<file path="config.mk">
export PLATFORM = sky130hd
export DESIGN_NAME = riscv_alu_muldiv
export DESIGN_NICKNAME = d
export VERILOG_FILES = /design/src/rtl/riscv_muldiv_pkg.sv /design/src/rtl/riscv_muldiv_div_step.sv /design/src/rtl/riscv_alu_muldiv.sv
export SDC_FILE = /design/constraint.sdc
export NUM_CORES = 1
export LEC_CHECK = 0
export ABC_AREA = 1
export CORE_MARGIN = 2
export CORE_UTILIZATION = 45
export DETAILED_ROUTE_END_ITERATION = 7
export MAX_ROUTING_LAYER = met4
export PLACE_DENSITY = 0.68
export RECOVER_POWER = 25
export SETUP_SLACK_MARGIN = 0.1
export SKIP_LAST_GASP = 1
export SLEW_MARGIN = 40
export SYNTH_ARGS = -nofsm -noshare
export SYNTH_HDL_FRONTEND = slang
export SYNTH_SLANG_ARGS = --single-unit
</file>
<file path="constraint.sdc">
create_clock -name clk -period 10.1 [get_ports clk]
set_input_delay 3.03 -clock clk [delete_from_list [all_inputs] [get_ports clk]]
set_output_delay 3.03 -clock clk [all_outputs]
set_load 0.02 [all_outputs]
</file>
<file path="src/rtl/riscv_muldiv_pkg.sv">
// riscv_muldiv_pkg
// Shared types and per-op decode for the RISC-V M-extension multiply/divide
// unit (riscv_alu_muldiv) and its restoring divide step.
//   t_muldiv_op    : req_op encodings (0 MUL .. 7 REMU)
//   t_muldiv_state : IDLE / MUL / DIV / DONE
//   is_signed_rs1, is_signed_rs2, result_high, result_rem : per-op decode
//   is_div_op      : op belongs to the divide group (ops 4-7)
package riscv_muldiv_pkg;

   typedef enum logic [2:0] {
      OP_MUL    = 3'd0,
      OP_MULH   = 3'd1,
      OP_MULHSU = 3'd2,
      OP_MULHU  = 3'd3,
      OP_DIV    = 3'd4,
      OP_DIVU   = 3'd5,
      OP_REM    = 3'd6,
      OP_REMU   = 3'd7
   } t_muldiv_op;

   typedef enum logic [1:0] {
      ST_IDLE = 2'd0,
      ST_MUL  = 2'd1,
      ST_DIV  = 2'd2,
      ST_DONE = 2'd3
   } t_muldiv_state;

   // One bit per op, indexed by the op encoding.
   localparam logic [7:0] SIGNED_RS1_MASK  = 8'b0101_0111; // MUL MULH MULHSU DIV REM
   localparam logic [7:0] SIGNED_RS2_MASK  = 8'b0101_0011; // MUL MULH DIV REM
   localparam logic [7:0] RESULT_HIGH_MASK = 8'b0000_1110; // MULH MULHSU MULHU
   localparam logic [7:0] RESULT_REM_MASK  = 8'b1100_0000; // REM REMU

   function automatic logic is_signed_rs1(input t_muldiv_op op);
      return SIGNED_RS1_MASK[3'(op)];
   endfunction

   function automatic logic is_signed_rs2(input t_muldiv_op op);
      return SIGNED_RS2_MASK[3'(op)];
   endfunction

   function automatic logic result_high(input t_muldiv_op op);
      return RESULT_HIGH_MASK[3'(op)];
   endfunction

   function automatic logic result_rem(input t_muldiv_op op);
      return RESULT_REM_MASK[3'(op)];
   endfunction

   function automatic logic is_div_op(input t_muldiv_op op);
      return op inside {OP_DIV, OP_DIVU, OP_REM, OP_REMU};
   endfunction

endpackage

</file>
<file path="src/rtl/riscv_muldiv_div_step.sv">
// riscv_muldiv_div_step
// One combinational restoring-division step: shift the next dividend bit into
// the partial remainder, subtract the divisor when it fits.
//   rem          in  XLEN+1  current partial remainder
//   divisor      in  XLEN    divisor magnitude
//   dividend_bit in  1       next dividend bit (MSB first)
//   rem_next     out XLEN+1  partial remainder after this step
//   q_bit        out 1       quotient bit produced by this step
module riscv_muldiv_div_step #(
   parameter int XLEN = 32
) (
   input  logic [XLEN:0]   rem,
   input  logic [XLEN-1:0] divisor,
   input  logic            dividend_bit,
   output logic [XLEN:0]   rem_next,
   output logic            q_bit
);

   logic [XLEN+1:0] shifted;
   logic [XLEN:0]   diff;

   always_comb begin
      shifted = {rem, dividend_bit};
      q_bit   = (shifted >= {2'b00, divisor});
      // Only taken when q_bit is set, so the XLEN+1-bit difference is exact.
      diff     = shifted[XLEN:0] - {1'b0, divisor};
      rem_next = q_bit ? diff : shifted[XLEN:0];
   end

endmodule

</file>
<file path="src/rtl/riscv_alu_muldiv.sv">
// riscv_alu_muldiv
// Multi-cycle RISC-V M-extension multiply/divide unit.
// Multiply: MUL_BITS_PER_CYCLE multiplier bits per cycle into a 2*XLEN
// accumulator. Divide: restoring, one bit per cycle. Divide-by-zero and
// signed overflow finish in one cycle without sign fix-up.
// Build option: define RISCV_ALU_MULDIV_DIV_EN to include the divider; without
// it ops 4-7 complete in one cycle with resp_illegal = 1 and result 0.
// Ports:
//   clk, reset_n (sync, active-low)
//   req_valid/req_ready, req_op[2:0], req_rs1, req_rs2 : request
//   cancel                                              : flush in-flight op
//   resp_valid/resp_ready, resp_result, resp_illegal    : response
//   busy                                                : state != IDLE
// Handshakes: a transfer happens on a rising edge where valid and ready are
// both high; req_ready depends only on state, resp_* are held while
// resp_valid is high and resp_ready is low.
module riscv_alu_muldiv #(
   parameter int XLEN               = 32,
   parameter int MUL_BITS_PER_CYCLE = 2
) (
   input  logic            clk,
   input  logic            reset_n,
   input  logic            req_valid,
   output logic            req_ready,
   input  logic [2:0]      req_op,
   input  logic [XLEN-1:0] req_rs1,
   input  logic [XLEN-1:0] req_rs2,
   input  logic            cancel,
   output logic            resp_valid,
   input  logic            resp_ready,
   output logic [XLEN-1:0] resp_result,
   output logic            resp_illegal,
   output logic            busy
);
   import riscv_muldiv_pkg::*;

   localparam int MUL_STEPS = XLEN / MUL_BITS_PER_CYCLE;
   localparam int MUL_W     = XLEN + MUL_BITS_PER_CYCLE;
   localparam int CNT_W     = $clog2(XLEN + 1);
   localparam logic [CNT_W-1:0] MUL_LAST = CNT_W'(MUL_STEPS - 1);

   t_muldiv_state         state;
   t_muldiv_op            op_q;
   logic                  neg_q;      // product / quotient negate
   logic [XLEN-1:0]       mag1_q;     // multiplicand magnitude
   logic [2*XLEN-1:0]     acc_q;      // {partial product, remaining multiplier}
   logic [CNT_W-1:0]      cnt_q;
   logic [XLEN-1:0]       resp_result_q;
   logic                  resp_illegal_q;

   t_muldiv_op            req_op_e;
   logic                  s1, s2;
   logic [XLEN-1:0]       mag_rs1, mag_rs2;
   logic [MUL_W-1:0]      mul_sum;
   logic [2*XLEN-1:0]     acc_next, prod_fix;
   logic [XLEN-1:0]       mul_res;

   assign req_op_e = t_muldiv_op'(req_op);

   always_comb begin
      s1      = is_signed_rs1(req_op_e) & req_rs1[XLEN-1];
      s2      = is_signed_rs2(req_op_e) & req_rs2[XLEN-1];
      mag_rs1 = s1 ? -req_rs1 : req_rs1;
      mag_rs2 = s2 ? -req_rs2 : req_rs2;
      // Add multiplicand x next digit into the upper half, then shift right.
      mul_sum  = {{MUL_BITS_PER_CYCLE{1'b0}}, acc_q[2*XLEN-1:XLEN]}
               + ({{MUL_BITS_PER_CYCLE{1'b0}}, mag1_q}
                  * MUL_W'(acc_q[MUL_BITS_PER_CYCLE-1:0]));
      acc_next = {mul_sum, acc_q[XLEN-1:MUL_BITS_PER_CYCLE]};
      prod_fix = neg_q ? -acc_next : acc_next;
      mul_res  = result_high(op_q) ? prod_fix[2*XLEN-1:XLEN] : prod_fix[XLEN-1:0];
   end

`ifdef RISCV_ALU_MULDIV_DIV_EN
   localparam logic [CNT_W-1:0] DIV_LAST = CNT_W'(XLEN - 1);

   logic                  neg_rem_q;
   logic [XLEN-1:0]       divisor_q;
   logic [XLEN:0]         rem_q;
   logic [XLEN-1:0]       quo_q;      // dividend bits shift out, quotient bits in
   logic [XLEN:0]         rem_next;
   logic                  q_bit;
   logic [XLEN-1:0]       quo_next, div_res;
   logic                  div_zero, div_ovf;
   logic [XLEN-1:0]       fast_res;

   riscv_muldiv_div_step #(.XLEN(XLEN)) u_div_step (
      .rem          (rem_q),
      .divisor      (divisor_q),
      .dividend_bit (quo_q[XLEN-1]),
      .rem_next     (rem_next),
      .q_bit        (q_bit)
   );

   always_comb begin
      quo_next = {quo_q[XLEN-2:0], q_bit};
      if (result_rem(op_q))
         div_res = neg_rem_q ? -rem_next[XLEN-1:0] : rem_next[XLEN-1:0];
      else
         div_res = neg_q ? -quo_next : quo_next;
      div_zero = (req_rs2 == '0);
      div_ovf  = ((req_op_e == OP_DIV) || (req_op_e == OP_REM))
               && (req_rs1 == {1'b1, {(XLEN-1){1'b0}}}) && (req_rs2 == '1);
      // Fast-path results use the raw operands, never the sign fix-up.
      if (div_zero)
         fast_res = result_rem(req_op_e) ? req_rs1 : '1;
      else
         fast_res = result_rem(req_op_e) ? '0 : req_rs1;
   end
`endif

   always_ff @(posedge clk) begin
      if (!reset_n) begin
         state          <= ST_IDLE;
         op_q           <= OP_MUL;
         neg_q          <= 1'b0;
         mag1_q         <= '0;
         acc_q          <= '0;
         cnt_q          <= '0;
         resp_result_q  <= '0;
         resp_illegal_q <= 1'b0;
`ifdef RISCV_ALU_MULDIV_DIV_EN
         neg_rem_q      <= 1'b0;
         divisor_q      <= '0;
         rem_q          <= '0;
         quo_q          <= '0;
`endif
      end else if (cancel) begin
         state <= ST_IDLE;
      end else begin
         case (state)
            ST_IDLE: begin
               if (req_valid) begin
                  op_q   <= req_op_e;
                  neg_q  <= s1 ^ s2;
                  mag1_q <= mag_rs1;
                  cnt_q  <= '0;
                  if (is_div_op(req_op_e)) begin
`ifdef RISCV_ALU_MULDIV_DIV_EN
                     neg_rem_q <= s1;
                     divisor_q <= mag_rs2;
                     quo_q     <= mag_rs1;
                     rem_q     <= '0;
                     if (div_zero || div_ovf) begin
                        resp_result_q  <= fast_res;
                        resp_illegal_q <= 1'b0;
                        state          <= ST_DONE;
                     end else begin
                        state <= ST_DIV;
                     end
`else
                     resp_result_q  <= '0;
                     resp_illegal_q <= 1'b1;
                     state          <= ST_DONE;
`endif
                  end else begin
                     acc_q <= {{XLEN{1'b0}}, mag_rs2};
                     state <= ST_MUL;
                  end
               end
            end
            ST_MUL: begin
               acc_q <= acc_next;
               cnt_q <= cnt_q + CNT_W'(1);
               if (cnt_q == MUL_LAST) begin
                  resp_result_q  <= mul_res;
                  resp_illegal_q <= 1'b0;
                  state          <= ST_DONE;
               end
            end
`ifdef RISCV_ALU_MULDIV_DIV_EN
            ST_DIV: begin
               rem_q <= rem_next;
               quo_q <= quo_next;
               cnt_q <= cnt_q + CNT_W'(1);
               if (cnt_q == DIV_LAST) begin
                  resp_result_q  <= div_res;
                  resp_illegal_q <= 1'b0;
                  state          <= ST_DONE;
               end
            end
`endif
            ST_DONE: begin
               if (resp_ready) state <= ST_IDLE;
            end
            default: state <= ST_IDLE;
         endcase
      end
   end

   assign req_ready    = (state == ST_IDLE);
   assign busy         = (state != ST_IDLE);
   assign resp_valid   = (state == ST_DONE);
   assign resp_result  = resp_result_q;
   assign resp_illegal = resp_illegal_q;

endmodule

</file>
==> summary.md <==
| Metric | Value |
|---|---|
| Status | `finished with violations` |
| Failing checks | `max-capacitance violations, max-slew violations` |
| DR iter-0 viols | `between 1000 and 1500` |
| Ys async rst share | `0` |
| Die area | `30600 um2` |
| Commonest non-fill, non-tap cell in the layout | `nand2_1` |
| TritonCTS clock tree | `yes` |
| Core Rows | `a little over 60` |
| Crit path max fanout | `22` |
| Largest net degree at the start of global routing | `99` |
| Total grt overflow | `0` |
| Gate Count Post-Synth | `2233` |
| Filler cell count | `3033` |
| Chip Width | `between 150 and 200 um` |
| Clock Tree Root | `clkbuf_16` |
| RSZ-0062 raised after global routing | `no` |
| WP data required | `10.46 ns` |
| Largest family of logic cells by synthesized area | `simple AND/OR/NAND/NOR gates` |
| Final hold violation count | `0` |
| Core Box Area | `28700 um2` |
| Final Cycle Share | `0.672` |
| Top Ports | `108` |
| Setup CP Type | `in2reg` |
| Initial Util | `0.457` |
| First-pass GRT wire length | `69400 um` |
| Seq/Total Area, Yosys | `0.217` |
| Cell Area, Synth | `13100 um2` |
| Post-synthesis mux area share | `0` |
| Leakage | `0.00722 uW` |
| GR Util All Layers | `0.293` |
| Setup Fix Bufs, Post-CTS | `0` |
| Post-cts resize count | `0` |
| Post-synthesis adder-cell area fraction | `0.0840` |
| Antenna violations before repair | `0` |
| Multi-input logic area | `roughly 8600 um2` |
| Post-DRT Antenna Nets | `0` |
| Total number of vias | `approximately 14000` |
| Detailed-route wire length | `between 40000 and 50000 um` |
| # H-tree levels | `4` |
| Hold_buf cts | `0` |
| Ys flop type | `dfxtp_1` |
| Die height | `175 um` |
| Hold Path Class | `reg2reg` |
| Seq cells post-synth | `between 100 and 150` |
| Max-cap violation count | `1` |
| Vias in the first global route | `13100` |
| Simple logic cell fraction of the synthesized area | `0.392` |
| Worst setup EP type | `flip-flop` |
| Xor-xnor portion of the synthesized cell area | `0.0240` |
| Final setup viols | `0` |
| Commonest cells after routing, fill and taps aside | `706 x nand2_1, 342 x inv_1, 181 x a21oi_1, 155 x nor2_1, 142 x nand3_1` |
| VDD IR max | `0.105 mV` |
| Pre-antenna DRT Iters | `5` |
| Mean post-synth cell area | `5.88 um2` |
| Setup Skew | `0.0194 ns` |
| Max-slew headroom | `-0.0176` |
| Max Fclk | `147 MHz` |
| CTS max path bufs | `2` |
| Power Dens Cells | `109 nW/um2` |
| Ant diodes | `0` |
| Clk slew on worst S/H paths | `0.07 ns` |
| CP startpoint kind | `input pin` |
| Share of cells above drive strength 1 | `0.0696` |
| Yosys warning total | `0` |
| Setup tns final | `0 ns` |
| Post-detailed-route wirelength per cell | `around 16 um` |
| Post-synth net total | `~2400` |
| Clock Sinks | `142` |
| Tmin final | `6.78 ns` |
| Gpl congestion | `just over 0.9` |
| Reg area | `2840 um2` |
| Final core utilization | `0.526` |
| Hpwl dp | `34000 um` |
| Slew @ Worst Pin | `1.52 ns` |
| Synth Area in Compound Gates | `0.157` |
| Clk Latency, worst-skew pair | `0.45 ns` |
| Dpl cells | `2665` |
| Via density | `5.28` |
| NumNets Final | `2441` |
| # port buffers | `107` |
| Post-route DRC | `0` |
| Final Max Tran Viols | `17` |
| TritonCTS Buffers | `17` |
| Netlist cell types | `59` |
| Fin cells | `2697` |
| P&R area growth vs syn | `14.9%` |
| Post-synth EDFFs | `0` |
| Crit path DAT | `a little over 7 ns` |
per-layer routing:
metal  vias up  GRT usage  share of wire  wire (um)
li1       7225          -              -          -
met1      6531      0.401           0.47      20400
met2       434      0.456           0.44      19200
met3        54     0.0496          0.065       2820
met4         0     0.0628          0.018        779
met5         -          -              0          0
cells in the mapped netlist (2+ instances only):
library cell  instances  area share
a21oi_1             181       0.069
a21oi_2               2      0.0013
a22oi_1               5      0.0029
a31oi_1              13      0.0062
a32o_1                4      0.0030
and2_1                2     0.00095
and3_1                3      0.0014
buf_1                 6      0.0017
buf_2                 8      0.0030
clkbuf_1             59       0.017
clkinv_1              3     0.00086
dfxtp_1             142        0.22
fa_1                 32       0.049
ha_1                 37       0.035
inv_1               344       0.098
inv_2                16      0.0046
nand2_1             706        0.20
nand2_2              28       0.013
nand3_1             142       0.054
nand3_2               9      0.0069
nand3b_1              6      0.0034
nand4_1              21       0.010
nor2_1              156       0.045
nor2_2               21       0.010
nor2_4               10      0.0086
nor3_1               39       0.015
nor3_2                8      0.0061
nor4_1                6      0.0029
o211ai_1             22       0.013
o21a_1                4      0.0023
o21ai_0             105       0.040
o21ai_1              10      0.0038
o21ai_2               2      0.0013
o21bai_1              5      0.0029
o221ai_1              5      0.0033
o31ai_1               5      0.0029
or2_1                 2     0.00095
or2_2                 9      0.0043
xnor2_1               9      0.0060
xor2_1               27       0.018
final timing paths:
path	from	endpoint	slack [ns]	cells past startpoint
worst max register to register	state[0]$_SDFFE_PP0P_	resp_result[2]$_SDFFE_PN0P_	5.76	11
worst min register to register	resp_result[13]$_SDFFE_PN0P_	resp_result[13]$_SDFFE_PN0P_	0.46	2
worst min-delay path	resp_result[13]$_SDFFE_PN0P_	resp_result[13]$_SDFFE_PN0P_	0.46	2
worst max-delay path	cancel	resp_result[2]$_SDFFE_PN0P_	3.32	9
metrics by stage:
step	hold WS (ns)	setup slack [ns]	instance area, um2	power [uW]
final	0.462	3.32	15100	1650
after global routing	0.478	3.10	15100	1710
after CTS	0.467	4.89	15100	1640
after detailed placement	0.455	4.43	14500	997
after global placement	0.438	4.26	14500	994
after floorplan	0.423	5.30	13100	862
power by group:
group          leakage, uW  switching, uW  total, uW  internal (uW)
combinational      0.00578            259        389            130
sequential         0.00115           25.3        603            578
clock             0.000282            304        653            349
state kept, by name (all words and copies together), names as in the netlist, named ones only:
signal / cells
resp_result: 32
cnt_q: 6
state: 2
neg_q: 1
acc_q: 64
op_q: 3
resp_illegal: 1
mag1_q: 32
cell families (layout without fill, tap and decap cells):
logic type               after synthesis  count (layout)
flip-flops                           142             142
AND/OR/NAND/NOR                     1177            1177
XOR/XNOR                              36              36
adder cells (fa/ha/maj)               69              69
buffers and inverters                438             518
AO/OA/AOI/OAI                        371             371
layout make-up:
| type | count | area share |
|---|---|---|
| Multi-Input combinational cell | 1653 | 0.572 |
| Sequential cell | 142 | 0.189 |
| Inverter | 364 | 0.0907 |
| Timing Repair Buffer | 122 | 0.0785 |
| Tap cell | 384 | 0.0319 |
| Clock buffer | 17 | 0.0282 |
| Clock inverter | 15 | 0.0101 |
worst max-delay path, cell delays in order:
cell and delay (ns):
dlygate4sd3_1 0.62, nor2_1 1.16, inv_1 0.17, nor2_1 0.14
clkbuf_1 0.87, inv_1 0.54, a31oi_1 0.33, o21ai_0 0.13
a21oi_1 0.13
Note: power is estimated with default switching activity, not from simulation.
